--- config.mk ---
export PLATFORM = sky130hd
export DESIGN_NAME = logic_unit_arbiter
export DESIGN_NICKNAME = d
export VERILOG_FILES = /design/src/rtl/logic_unit_arbiter.sv
export SDC_FILE = /design/constraint.sdc
export NUM_CORES = 1
export LEC_CHECK = 0
export CORE_UTILIZATION = 42
export DETAILED_ROUTE_END_ITERATION = 16
export PLACE_DENSITY = 0.87
export RECOVER_POWER = 50
export SETUP_SLACK_MARGIN = 0.02
export SLEW_MARGIN = 20
export SYNTH_ARGS = -nofsm -noshare
export SYNTH_HDL_FRONTEND = slang
export SYNTH_SLANG_ARGS = --single-unit
--- constraint.sdc ---
create_clock -name clk -period 2.9 [get_ports clk]
set_input_delay 0.58 -clock clk [delete_from_list [all_inputs] [get_ports clk]]
set_output_delay 0.58 -clock clk [all_outputs]
set_load 0.02 [all_outputs]
--- src/rtl/logic_unit_arbiter.sv ---
`default_nettype none
// logic_unit_arbiter: round-robin sharing of one combinational logic unit between two
// valid/ready requesters, one operation in flight at a time. Rev 1.0
module logic_unit_arbiter #(
  parameter int WIDTH  = 32,
  parameter int LU_LAT = 1,   // edges from operand update to lu_out sample; must be >= 1
  parameter int CNT_W  = 16
) (
  input  logic             clk,
  input  logic             rst_n,
  input  logic             req0_valid,
  output logic             req0_ready,
  input  logic [2:0]       req0_sel,
  input  logic [WIDTH-1:0] req0_a,
  input  logic [WIDTH-1:0] req0_b,
  input  logic             req1_valid,
  output logic             req1_ready,
  input  logic [2:0]       req1_sel,
  input  logic [WIDTH-1:0] req1_a,
  input  logic [WIDTH-1:0] req1_b,
  output logic             rsp0_valid,
  input  logic             rsp0_ready,
  output logic             rsp1_valid,
  input  logic             rsp1_ready,
  output logic [WIDTH-1:0] rsp_data,
  output logic [WIDTH-1:0] lu_a,
  output logic [WIDTH-1:0] lu_b,
  output logic [2:0]       lu_sel,
  input  logic [WIDTH-1:0] lu_out,
  output logic             busy,
  output logic [CNT_W-1:0] op_count
);

  localparam int             LAT_W    = (LU_LAT > 1) ? $clog2(LU_LAT) : 1;
  localparam logic [LAT_W-1:0] LAT_LOAD = LAT_W'(LU_LAT - 1);

  typedef enum logic [1:0] {
    IDLE = 2'd0,
    EXEC = 2'd1,
    RESP = 2'd2
  } state_t;

  state_t           state, state_nxt;
  logic             last_grant;
  logic             grant_id;
  logic             winner;
  logic             accept;
  logic             rsp_hs;
  logic [LAT_W-1:0] lat_cnt;

  always_ff @(posedge clk or negedge rst_n) begin
    if (!rst_n) state <= IDLE;
    else        state <= state_nxt;
  end

  always_comb begin
    state_nxt  = state;
    winner     = 1'b0;
    req0_ready = 1'b0;
    req1_ready = 1'b0;
    accept     = 1'b0;
    rsp_hs     = 1'b0;
    rsp0_valid = 1'b0;
    rsp1_valid = 1'b0;
    case (state)
      IDLE: begin
        // On a tie the port that did not win last time goes next.
        winner     = (req0_valid && req1_valid) ? ~last_grant : req1_valid;
        // Gated by rst_n so no ready is offered while reset is held.
        req0_ready = rst_n && req0_valid && !winner;
        req1_ready = rst_n && req1_valid && winner;
        accept     = req0_ready || req1_ready;
        if (accept) state_nxt = EXEC;
      end
      EXEC: begin
        if (lat_cnt == '0) state_nxt = RESP;
      end
      RESP: begin
        rsp0_valid = !grant_id;
        rsp1_valid = grant_id;
        rsp_hs     = grant_id ? rsp1_ready : rsp0_ready;
        if (rsp_hs) state_nxt = IDLE;
      end
      default: state_nxt = IDLE;
    endcase
  end

  always_ff @(posedge clk or negedge rst_n) begin
    if (!rst_n) begin
      lu_a       <= '0;
      lu_b       <= '0;
      lu_sel     <= '0;
      rsp_data   <= '0;
      op_count   <= '0;
      busy       <= 1'b0;
      last_grant <= 1'b1;
      grant_id   <= 1'b0;
      lat_cnt    <= '0;
    end else begin
      busy <= (state_nxt != IDLE);
      if (accept) begin
        lu_sel   <= winner ? req1_sel : req0_sel;
        lu_a     <= winner ? req1_a   : req0_a;
        lu_b     <= winner ? req1_b   : req0_b;
        grant_id <= winner;
        lat_cnt  <= LAT_LOAD;
      end
      if (state == EXEC) begin
        if (lat_cnt == '0) rsp_data <= lu_out;
        else               lat_cnt  <= lat_cnt - 1'b1;
      end
      if (rsp_hs) begin
        last_grant <= grant_id;
        op_count   <= op_count + 1'b1;
      end
    end
  end

endmodule
`default_nettype wire

==> results.md, run 1 <==
- Pint: between 0.005 and 0.006 W
- Via/cell ratio: slightly above 5
- Part of the power in combinational logic: a little under half
- CP Max Fanout: 3
- Routed len/inst: approximately 17 µm
- Flop2flop setup slack: 650 ps
- Synth Warn #: 0
- Crit Path Category: in -> out
- Post-DRT Antenna Nets: 0
- Sequential fraction of the synthesis area: slightly below 60%
- Mapped Cells: roughly 520
- EDFF count, synth: 0
- Synth top area share: about 58%
- Hold WC Path Type: in -> async
- Crit end category: primary output
- Synthesized Nets: 696
- Initial antenna violation count: 1
- Mean Syn Cell Area: a little under 10 µm²
- CTS tree: yes
- Total routed wirelength: 16.56 mm
- Fin util: around 73%
- Distinct cells, synth: 30
- Pre-antenna DRT Iters: 5
- Die Span Y: about 110 µm
- Post-route cell area: around 8800 µm²
- Max Cap Violations: 0
- Layout cells sized above 1: 9.599%
- Power Density: ~1100 nW/µm²
- Setup-failing EPs final: 0
- Via count: between 4000 and 5000
- Period minus WS final: 2715 ps
- Std-Cell Core Area: 12010 µm²
- Fin. max-slew vios: 0
- Placed Area: 8223 µm²
- Slew HR: 16.23%
- Clock latency on the worst-skew pair: 410 ps
- Clock transition at path regs: ~60 ps
- Sequential share of power: 30.8%
- Non-filler cells, final: 970
- Final setup skew: around 10 ps
- Drt drc: 0
- All-Layer GR Usage: between 20% and 30%
- Fin Setup TNS: 0 ps
- Initial DRC count: around 240
- Total gr overflow: 0
- FILL cells: between 800 and 900
- Max VDD drop: 0.0005321 V
- Setup bufs post-CTS: 0
- CTS Buf Count: 17
- Hold buffer count at cts: 0
- Register area: 3029 µm²
- Setup crit start kind: primary input
- RSZ-0062 raised after global routing: false
- Max clock buf depth: 2
- Req. time, crit path: between 2000 and 2500 ps
- CP max stage delay: 550 ps
- Area of the multi-input gates: between 1500 and 2000 µm²
- Final cycle utilization of the critical path: between 90% and 100%
- Switching share of total power: approximately 37%
- Worst path slowest cell: clkdlybuf4s50_1
- Routability cong.: 0.8227
- Sink Count: roughly 120
- Count leader, synth: nand2_1
- Ys flop type: dfrtp_1
- Row count: 40
- First-pass GRT wire length: ~25 mm
- Post_cts resized: 0
- Placed Instances: about 940
- CTS root buf: clkbuf_16
- Largest area contributor in the netlist: dfrtp_1
- Synth area leaders: dfrtp_1, nand2_1, a31oi_1, mux2_2, nor2_1
- Outcome: completed
- Die W: about 110 µm
- Reg-to-reg critical path startpoint: state[1]$_DFF_PN0_
- Starting density of the core: a little over two fifths
- Worst r2r path cells: 4
- Clock power frac: a little under a quarter
- Post-synth top cells: nand2_1, dfrtp_1, nor2_1, a31oi_1, mux2_2
- Switching pwr: ~0.0034 W
- ANT cells: 0
- Synth Register Bits: approximately 120
- Num ports: 292
- PortBufs: approximately 290
- Most used cell, CP: clkdlybuf4s50_1
- Tightest Pin Transition: 1256 ps
- Peak Freq: 0.3683 GHz
- Vias in the first global route: 4961
- Largest net degree at the start of global routing: between 70 and 80
- Cell Area, Synth: approximately 5200 µm²
- Final HPWL DP: between 10 and 15 mm
- Layout Nets: between 900 and 1000
- Fin. Hold Viols: 0
- Leak: ~3.7 nW
- Area Growth Syn to Fin: 70.00%
- CP cell instances: clkdlybuf4s50_1, nand2_1, and3_2, and2_1, clkdlybuf4s50_1
- R2r endpoint: rsp_data[13]$_DFFE_PN0P_
- Async set-reset flop share out of synthesis: between 90% and 100%
- Arr. time, crit path: roughly 2100 ps
- DIE AREA: 12780 µm²
- Max H-tree Level: 4
==> area by class of cell <==
class | instances | area share [%]
Tap cell | 147 | 2.089
Timing Repair Buffer | 301 | 33.94
Sequential cell | 121 | 34.40
Clock inverter | 11 | 1.918
Clock buffer | 21 | 5.229
Inverter | 2 | 0.08525
Multi-Input combinational cell | 367 | 22.34
==> power by group through the flow <==
| stage | Clock [W] | Sequential (W) | Combinational [W] |
|---|---|---|---|
| final | 0.00223 | 0.00291 | 0.00430 |
| after global routing | 0.00235 | 0.00301 | 0.00459 |
| after CTS | 0.00227 | 0.00292 | 0.00438 |
| after detailed placement | 0 | 0.00294 | 0.00436 |
| after global placement | 0 | 0.00287 | 0.00427 |
| after floorplan | 0 | 0.00376 | 0.00132 |
==> routing by layer <==
metal / track usage [%] / share of wire [%] / vias to the layer above / wire, µm
met5: 0 / 0 / - / 0
met4: 11.40 / 3.3 / 0 / 550
met3: 9.588 / 9.3 / 44 / 1544
met2: 44.79 / 49 / 255 / 8188
met1: 29.30 / 38 / 2349 / 6274
li1: - / - / 2347 / -
==> cell families after synthesis <==
| family | share of synthesized area (%) |
|---|---|
| AOI/OAI and AO/OA | 9.420 |
| DFF | 58.48 |
| buffers and inverters | 3.140 |
| and+or+nand+nor | 19.03 |
| xor gates and xnor gates | 2.536 |
| muxes | 7.150 |
| adders and majority gates | 0.2415 |
==> metrics by stage <==
stage	power [W]	hold slack, ps	worst slack [ps]
6_report	0.009448	53.15	184.5
5_1_grt	0.009949	53.18	112.9
4_1_cts	0.009570	57.32	98.34
3_5_place_dp	0.007302	473.4	164.9
3_3_place_gp	0.007148	462.4	171.4
2_1_floorplan	0.005075	284.4	1040
==> state kept, by name (all words and copies together), names as in the netlist <==
name        count
last_grant      1
busy            1
lat_cnt         1
lu_b           32
op_count       16
lu_sel          3
grant_id        1
state           2
lu_a           32
rsp_data       32
==> worst max-delay path: cells and delay by family <==
family        cells  cell delay (ps)
buf+inv           2             1060
simple gates      3              490
==> worst max-delay path by stage <==
stage,from,to,slack (ps)
finish,req0_valid,req1_ready,180
global route,req0_valid,req1_ready,110
CTS,state[0]$_DFF_PN0_,req1_ready,100
detailed placement,req0_valid,req1_ready,160
global placement,req0_valid,req1_ready,170
floorplan,req0_valid,req1_ready,1040
==> layout by cell type, fill, tap and decap left out, types with 2 or more instances in the layout <==
master,Yosys,layout
clkbuf_16,0,17
dlygate4sd3_1,0,10
clkbuf_2,0,2
clkinv_4,0,2
inv_1,2,2
clkinv_2,0,3
a21oi_1,3,3
nand2b_1,3,3
nor2_1,74,73
mux2_2,32,32
clkbuf_8,0,2
a31oi_1,67,67
dfrtp_1,120,120
clkdlybuf4s50_1,0,280
buf_4,2,6
nand2_1,146,146
xor2_1,3,3
nor4_1,0,2
clkbuf_1,12,3
bufinv_16,0,4
nand3_1,5,4
xnor2_1,12,12
nor3_1,2,2
nand4_1,6,6
Note: power is estimated with default switching activity, not from simulation.
==> inputs of run 2 (changes only) <==
Settings changed: MAX_ROUTING_LAYER set to met4.
==> results.md, run 2 (synthesized netlist as in run 1, its figures left out) <==
- PortBufs: 291 (unchanged)
- Layout cells sized above 1: 9.599% (unchanged)
- Pre-antenna DRT Iters: 5 (unchanged)
- Fin. max-slew vios: 0 (unchanged)
- Peak Freq: 0.3679 GHz (-0.10%)
- Crit. path cell count: 5 (unchanged)
- Worst path slowest cell: dlygate4sd3_1
- CP cell instances: dlygate4sd3_1, clkbuf_1, inv_1, o2111a_1, clkdlybuf4s50_1
- Fin util: 73.33% (about the same)
- Arr. time, crit path: 2140 ps (about the same)
- Max H-tree Level: 4 (unchanged)
- Fin Setup TNS: 0 ps (unchanged)
- Req. time, crit path: 2320 ps (about the same)
- Final HPWL DP: 12.25 mm (unchanged)
- Routed len/inst: 17.06 µm (about the same)
- Final setup skew: 11.72 ps (+1.763 ps)
- Starting density of the core: 43.13% (unchanged)
- Via count: 5000 (+0.10%)
- Outcome: completed
- Hold WC Path Type: in -> async
- Power Density: 1073 nW/µm² (about the same)
- Num ports: 292 (unchanged)
- Period minus WS final: 2718 ps (+2.777 ps)
- Sink Count: 121 (unchanged)
- Leak: 3.690 nW (about the same)
- Post-DRT Antenna Nets: 0 (unchanged)
- Area Growth Syn to Fin: 70.05% (about the same)
- Total routed wirelength: 16.57 mm (about the same)
- Crit path launch: req1_valid
- Final cycle utilization of the critical path: 93.73% (+0.096 points)
- Die Span Y: 113.1 µm (unchanged)
- Post-route cell area: 8808 µm² (about the same)
- CTS tree: yes
- Max Cap Violations: 0 (unchanged)
- Worst r2r path cells: 4 (unchanged)
- Largest net degree at the start of global routing: 79 (unchanged)
- Worst path buffer plus inverter count: 4 (+2)
- First-pass GRT wire length: 25.36 mm (-0.24%)
- Clock latency on the worst-skew pair: 410 ps (about the same)
- CP Max Fanout: 3 (unchanged)
- Die W: 113.1 µm (unchanged)
- Std-Cell Core Area: 12010 µm² (unchanged)
- Tightest Pin Transition: 1243 ps (-13.14 ps)
- CTS Buf Count: 17 (unchanged)
- DIE AREA: 12780 µm² (unchanged)
- Initial DRC count: 230 (-5.7%)
- Row count: 40 (unchanged)
- Total gr overflow: 0 (unchanged)
- Worst path top cell family by delay: buffers and inverters
- Commonest cells after routing, fill and taps aside: clkdlybuf4s50_1, nand2_1, dfrtp_1
- Commonest non-fill, non-tap cell in the layout: clkdlybuf4s50_1
- All-Layer GR Usage: 26.94% (+0.78 points)
- Placed Area: 8223 µm² (unchanged)
- Max clock buf depth: 2 (unchanged)
- Met2 WL: 8.203 mm (+0.18%)
- Reg-to-reg critical path startpoint: state[1]$_DFF_PN0_
- Flop2flop setup slack: 680 ps (+30 ps)
- Fin. Hold Viols: 0 (unchanged)
- Met1 WL: 6.406 mm (+2.1%)
- Setup crit start kind: primary input
- Pwr Total: 0.009449 W (about the same)
- Max VDD drop: 0.0005313 V (-0.14%)
- Crit end category: primary output
- Hold buffer count at cts: 0 (unchanged)
- Crit Path Category: in -> out
- CP endpoint: req0_ready
- Setup-failing EPs final: 0 (unchanged)
- RSZ-0062 raised after global routing: false
- CP max stage delay: 540 ps (about the same)
- Via/cell ratio: 5.149 (about the same)
- R2r endpoint: rsp_data[13]$_DFFE_PN0P_
- Vias in the first global route: 4975 (+0.28%)
- WL met3: 1.394 mm (-9.7%)
- Layout Nets: 983 (unchanged)
- Slew HR: 17.11% (+0.88 points)
- Clock transition at path regs: 60 ps (about the same)
- Drt drc: 0 (unchanged)
- Top Registers: lu_a x32, lu_b x32, rsp_data x32
- Routability cong.: 0.8351 (+1.5%)
- Top routing layer in use: met4
- Initial antenna violation count: 1 (unchanged)
- CTS root buf: clkbuf_16
==> run 2: metrics by stage <==
stage / worst slack (ps) / std cells / hold slack (ps)
global route: 112.9 / 971 / 53.18
detailed placement: 164.9 / 938 / 473.4
CTS: 98.34 / 970 / 57.32
floorplan: 1040 / 523 / 284.4
finish: 181.7 / 971 / 52.11
global placement: 171.4 / 938 / 462.4
==> run 2: routing by layer <==
metal | vias to the layer above | track usage [%]
met2 | 252 | 44.70
met1 | 2352 | 30.14
met3 | 44 | 8.302
met5 | - | -
met4 | 0 | 11.40
li1 | 2352 | -
==> run 2: how the worst min path moves through the flow <==
stage	start	to	slack, ps	depth (start not counted)
final	rst_n	rsp_data[9]$_DFFE_PN0P_	50	1
after global routing	rst_n	rsp_data[9]$_DFFE_PN0P_	50	1
after CTS	rst_n	op_count[15]$_DFFE_PN0P_	60	1
after detailed placement	op_count[15]$_DFFE_PN0P_	op_count[15]$_DFFE_PN0P_	470	1
after global placement	op_count[15]$_DFFE_PN0P_	op_count[15]$_DFFE_PN0P_	460	1
after floorplan	rst_n	busy$_DFF_PN0_	280	0
==> run 2: worst register-to-register path, cell delays in order (launching register included) <==
cell	delay (ps)
dfrtp_1	430
nand2b_1	200
nor2_1	350
clkbuf_2	670
mux2_2	440
==> run 2: cell type report <==
cell class	instances	area [µm²]
clock inverters	11	168.9
multi-input cells	367	1967
well taps	147	183.9
inverters	2	7.507
clock buffers	21	460.4
diodes	1	2.502
repair buffers	301	2989
fillers	803	3203
flip-flops and latches	121	3029
==> run 2: where the power goes <==
group          internal (W)  switching [W]
Combinational       0.00207        0.00224
Clock               0.00148       0.000746
Sequential          0.00245       0.000466
==> run 2: what timing repair did <==
item                                    CTS  global route
endpoints found under the setup margin    0             1
resized for setup                         0             1
setup buffers                             0             0
==> patch 1: new RTL, flow settings as in run 2 <==
The 3 states of `state_t` get a one-hot encoding in 3 bits.
--- a/src/rtl/logic_unit_arbiter.sv
+++ b/src/rtl/logic_unit_arbiter.sv
@@ -34,10 +34,10 @@
   localparam int             LAT_W    = (LU_LAT > 1) ? $clog2(LU_LAT) : 1;
   localparam logic [LAT_W-1:0] LAT_LOAD = LAT_W'(LU_LAT - 1);
 
-  typedef enum logic [1:0] {
-    IDLE = 2'd0,
-    EXEC = 2'd1,
-    RESP = 2'd2
+  typedef enum logic [2:0] {
+    IDLE = 3'b001,
+    EXEC = 3'b010,
+    RESP = 3'b100
   } state_t;
 
   state_t           state, state_nxt;
Formal check against the unedited RTL: no difference found for any inputs over 10 cycles, from zero or initial values and one cycle with rst_n low; not proved beyond that.
==> patch 1 against run 2 <==
The flow now finishes with violations (max-capacitance violations, max-slew violations); fmax down 1.3%; clock skew down 0.0044 ns; design area up 2.4%; worst setup slack worse by 0.037 ns; power down 7.6%; non-clock buffer count down 1; combinational power down 15%; sequential cell count up 1; sequential share of layout area down 0.52 points; area after synthesis up 3.9%; worst hold slack better by 0.43 ns; routed wire length down 7.9%; critical path type unchanged.
==> patch 1: results (changes against run 2) <==
{| class="wikitable"
! Metric !! Value
|-
| Proportion of synthesized flip-flops having asynchronous set or reset || 1.00 (unchanged)
|-
| TritonRoute pass-1 iters || 4 (-1)
|-
| Fill count || 822 (+2.4%)
|-
| Cell types with the highest counts after synthesis || sky130_fd_sc_hd__dfrtp_1, sky130_fd_sc_hd__a21oi_1, sky130_fd_sc_hd__nor2_1
|-
| Routed met1 length || 5570 um (-13%)
|-
| Max Fanout on Critical Path || 2 (-1)
|-
| Maximum level of the CTS H-tree || 4 (unchanged)
|-
| Number of max-cap violations || 1 (+1)
|-
| Hold Crit Class || reg2reg
|-
| Detailed router's first-iteration violation count || 148 (-36%)
|-
| Largest net degree at the start of global routing || 85 (+7.6%)
|-
| Worst-case setup margin in the final layout || 0.145 ns (-0.0372 ns)
|-
| Violated checks || max-capacitance violations, max-slew violations
|-
| GR Util All Layers || 0.244 (-0.0254)
|-
| Antenna violations before repair || 0 (-1)
|-
| Final net count || 926 (-5.8%)
|-
| Clock slew at the register clock pins of the worst setup and hold paths || 0.05 ns
|-
| Cell chosen for the clock root || sky130_fd_sc_hd__clkbuf_16
|-
| Worst clock skew || 0.00732 ns (-0.00440 ns)
|-
| CTS max path bufs || 2 (unchanged)
|-
| Reg2reg setup slack || 0.69 ns
|-
| Clock latency on the worst-skew pair || 0.41 ns (about the same)
|-
| Wire length on met2 || 8090 um (-1.4%)
|-
| Buffer count from post-CTS setup fixing || 0 (unchanged)
|-
| Fin. max-slew vios || 74 (+74)
|-
| Clock buffer count from CTS || 17 (unchanged)
|-
| WL per Instance || 16.3 um (-4.3%)
|-
| Met3 Routed Length || 1140 um (-18%)
|-
| Layout cell share with drive strength beyond 1 || 0.103 (+0.00714)
|-
| Quantity of I/O buffers inserted on ports || 291 (unchanged)
|-
| GPL Wtd Cong || 0.741 (-11%)
|-
| HPWL after detailed placement || 11400 um (-7.3%)
|-
| Maximum VDD drop || 708 uV (+33%)
|-
| Post-detailed-route via-to-cell ratio || 4.88 (-5.2%)
|-
| Worst slew slack as a fraction of its limit || -0.179 (-0.350)
|-
| Top layer in use || met4
|-
| Yosys warning count || 0 (unchanged)
|-
| Net Count, Synth || 633 (-9.1%)
|-
| Number of antenna repair diodes || 0 (-1)
|-
| Leakage dissipation || 0.00387 uW (+4.8%)
|-
| Leading cell types by total area after synthesis || sky130_fd_sc_hd__dfrtp_1, sky130_fd_sc_hd__mux2i_1, sky130_fd_sc_hd__mux2_2, sky130_fd_sc_hd__a21oi_1, sky130_fd_sc_hd__nor2_1
|-
| Wire length of the first global-routing pass || 23400 um (-7.6%)
|-
| Largest registers || lu_a: 32 flops, lu_b: 32 flops, rsp_data: 32 flops
|-
| Sequential share of the synthesized area || 0.568 (-0.0171)
|-
| Worst setup slack before clock tree synthesis || 0.110 ns (-0.0545 ns)
|-
| Synth cell types || 34 (+13%)
|-
| Result of the run || finished, violations left
|-
| Number of global-route vias before repair || 4705 (-5.4%)
|-
| Critical Path AT || 2.18 ns (+0.04 ns)
|}
==> patch 1: path summary, 6_finish.rpt <==
| path | startpoint | endpoint | cells after the start |
|---|---|---|---|
| setup / recovery | req0_valid | req0_ready | 5 |
| hold / removal | op_count[15] | op_count[15] | 1 |
| setup reg to reg | last_grant | lu_b[13] | 4 |
| hold reg to reg | op_count[15] | op_count[15] | 1 |
| max in group asynchronous | rst_n | state[1] | 3 |
| min in group asynchronous | rst_n | rsp_data[27] | 2 |
==> patch 1: power breakdown <==
part | switching, uW | internal, uW
sequential | 409 | 2410
combinational | 1820 | 1840
clock | 731 | 1520
total | 2960 | 5770
==> patch 1: timing repair <==
item                                    CTS  global route
resized for setup                         0             1
hold buffers                              0             0
endpoints found under the setup margin    0             1
==> patch 1: final cells by class <==
| type | count | area share |
|---|---|---|
| clock buffers | 19 | 0.0480 |
| clock inverters | 13 | 0.0222 |
| inverters | 8 | 0.00333 |
| multi-input cells | 304 | 0.234 |
| flip-flops and latches | 122 | 0.339 |
| well taps | 168 | 0.0233 |
| repair buffers | 300 | 0.331 |
==> patch 1: worst max-delay path, cell delays in order <==
cell,delay (ns)
sky130_fd_sc_hd__clkdlybuf4s50_1,0.49
sky130_fd_sc_hd__inv_1,0.05
sky130_fd_sc_hd__or2_2,0.30
sky130_fd_sc_hd__a21oi_1,0.13
sky130_fd_sc_hd__clkdlybuf4s50_1,0.63
==> patch 1: stage by stage <==
stage / cell area, um^2 / cells / hold slack (ns) / power [uW]
final: 9020 / 934 / 0.479 / 8730
after floorplan: 5380 / 460 / 0.284 / 4520
after global placement: 8470 / 902 / 0.462 / 6390
after global routing: 9020 / 934 / 0.497 / 9150
after detailed placement: 8470 / 902 / 0.475 / 6520
after CTS: 9110 / 934 / 0.427 / 8830
==> patch 1: logic make-up after synthesis <==
group	share of synthesized area
buffers and inverters	0.0325
and+or+nand+nor	0.105
AOI/OAI and AO/OA	0.0707
adders and majority gates	0.00232
DFF	0.568
muxes	0.198
xor gates and xnor gates	0.0244
==> patch 1: routing by layer <==
layer,GRT usage,up-vias
li1,-,2171
met1,0.249,2147
met2,0.433,207
met3,0.0680,35
met4,0.113,0
met5,-,-
==> patch 2: new RTL, config.mk and constraints of run 2 <==
Without the edit above. The parameter `WIDTH` goes from 32 to 48.
--- a/src/rtl/logic_unit_arbiter.sv
+++ b/src/rtl/logic_unit_arbiter.sv
@@ -2,7 +2,7 @@
 // logic_unit_arbiter: round-robin sharing of one combinational logic unit between two
 // valid/ready requesters, one operation in flight at a time. Rev 1.0
 module logic_unit_arbiter #(
-  parameter int WIDTH  = 32,
+  parameter int WIDTH  = 48,
   parameter int LU_LAT = 1,   // edges from operand update to lu_out sample; must be >= 1
   parameter int CNT_W  = 16
 ) (
Interface: changed (8 resized); port bits go from 292 to 420. No check against the original RTL was run, so the function may have changed too.
==> patch 2 against run 2 <==
Critical endpoint unchanged; fmax decreased by 2.5%; sequential cell count increased by 48; worst setup slack got worse by 0.068 ns; largest power group unchanged; via count increased by 40%; area after synthesis is 39% higher; design area increased by 38%; die area is 39% higher; first-iteration DRC count rose by 36%; sequential power is 43% higher; combinational power is 54% higher; routed wire length grew 50%; clock skew is 0.0015 ns higher; power increased by 38%.
==> patch 2: results (changes against run 2) <==
{| class="wikitable"
! Metric !! Value
|-
| Critical Path AT || 2.21 ns (+0.07 ns)
|-
| WL per Instance || 18.2 um (+6.6%)
|-
| Actual transition at the worst max-transition pin || 1.41 ns (+0.167 ns)
|-
| Maximum VDD drop || 587 uV (+10%)
|-
| GR Util All Layers || 0.289 (+0.0198)
|-
| Result of the run || finished clean
|-
| Wire length of the first global-routing pass || 37700 um (+49%)
|-
| Wire length on met2 || 12500 um (+52%)
|-
| Post-detailed-route via-to-cell ratio || 5.12 (-0.54%)
|-
| Largest registers || lu_a: 48 flops, lu_b: 48 flops, rsp_data: 48 flops
|-
| Sequential share of the synthesized area || 0.586 (+0.00118)
|-
| Met3 Routed Length || 1990 um (+43%)
|-
| Total power divided by cell area || 1070 nW/um^2 (about the same)
|-
| Max Fanout on Critical Path || 21 (+18)
|-
| Synth Area in Adders || 0.00173 (-0.000682)
|-
| Layout cell share with drive strength beyond 1 || 0.0831 (-0.0129)
|-
| Xor and xnor area share after synthesis || 0.0182 (-0.00716)
|-
| Leading cell types by total area after synthesis || sky130_fd_sc_hd__dfrtp_1, sky130_fd_sc_hd__nand2_1, sky130_fd_sc_hd__a31oi_1, sky130_fd_sc_hd__mux2_2, sky130_fd_sc_hd__nor2_1
|-
| HPWL after detailed placement || 17800 um (+46%)
|-
| Net Count, Synth || 985 (+42%)
|-
| Leakage dissipation || 0.00502 uW (+36%)
|-
| CTS hold repair buffers || 1 (+1)
|-
| Mux share of post-synthesis cell area || 0.0783 (+0.00684)
|-
| Compound-gate portion of the synthesized area || 0.0951 (+0.000944)
|-
| Quantity of I/O buffers inserted on ports || 419 (+44%)
|-
| Fill count || 1166 (+45%)
|}
patch 2: changes by cell type in the layout (fill, tap and decap cells not counted), sizes merged, moves of 3 or more:
cell and change:
clkbuf -5, dlygate4sd3 -4, clkdlybuf4s50 +133, clkinvlp +4
clkinv -4, nand2 +61, mux2 +17, a31oi +32
nand4 -3, buf +3, nor2 +32, dfrtp +48
patch 2: metrics by stage:
stage / area [um^2] / instances
floorplan: 7220 / 732
finish: 12200 / 1364
CTS: 12200 / 1363
detailed placement: 11600 / 1332
global placement: 11600 / 1332
global route: 12200 / 1364
patch 2: final timing paths:
check	from	end	slack (ns)	cells after the start
max in group asynchronous	rst_n	lu_b[36]	0.65	3
worst max register to register	state[0]	lu_a[10]	0.51	5
worst max-delay path	rst_n	req0_ready	0.11	4
worst min register to register	op_count[15]	op_count[15]	0.48	1
worst min-delay path	op_count[15]	op_count[15]	0.48	1
min in group asynchronous	rst_n	lu_b[12]	0.57	2
patch 2: critical path: cells and delay by family:
family | cells | cell delay (ns)
buf+inv | 3 | 1.38
compound gates | 1 | 0.24
patch 2: metal layers:
metal,global-route usage,vias up
li1,-,3268
met1,0.306,3325
met2,0.493,325
met3,0.0833,68
met4,0.148,0
met5,-,-
patch 2: kinds of logic after synthesis:
| logic type | Yosys count |
|---|---|
| adders and majority gates | 1 |
| and+or+nand+nor | 337 |
| buffers and inverters | 51 |
| AOI/OAI and AO/OA | 109 |
| muxes | 50 |
| DFF | 169 |
| xor gates and xnor gates | 15 |
patch 2: area by class of cell:
cell class	count	share of cell area
multi-input cells	512	0.226
repair buffers	431	0.355
clock buffers	18	0.0361
well taps	220	0.0226
clock inverters	12	0.0117
flip-flops and latches	169	0.348
inverters	1	0.000309
diodes	1	0.000206
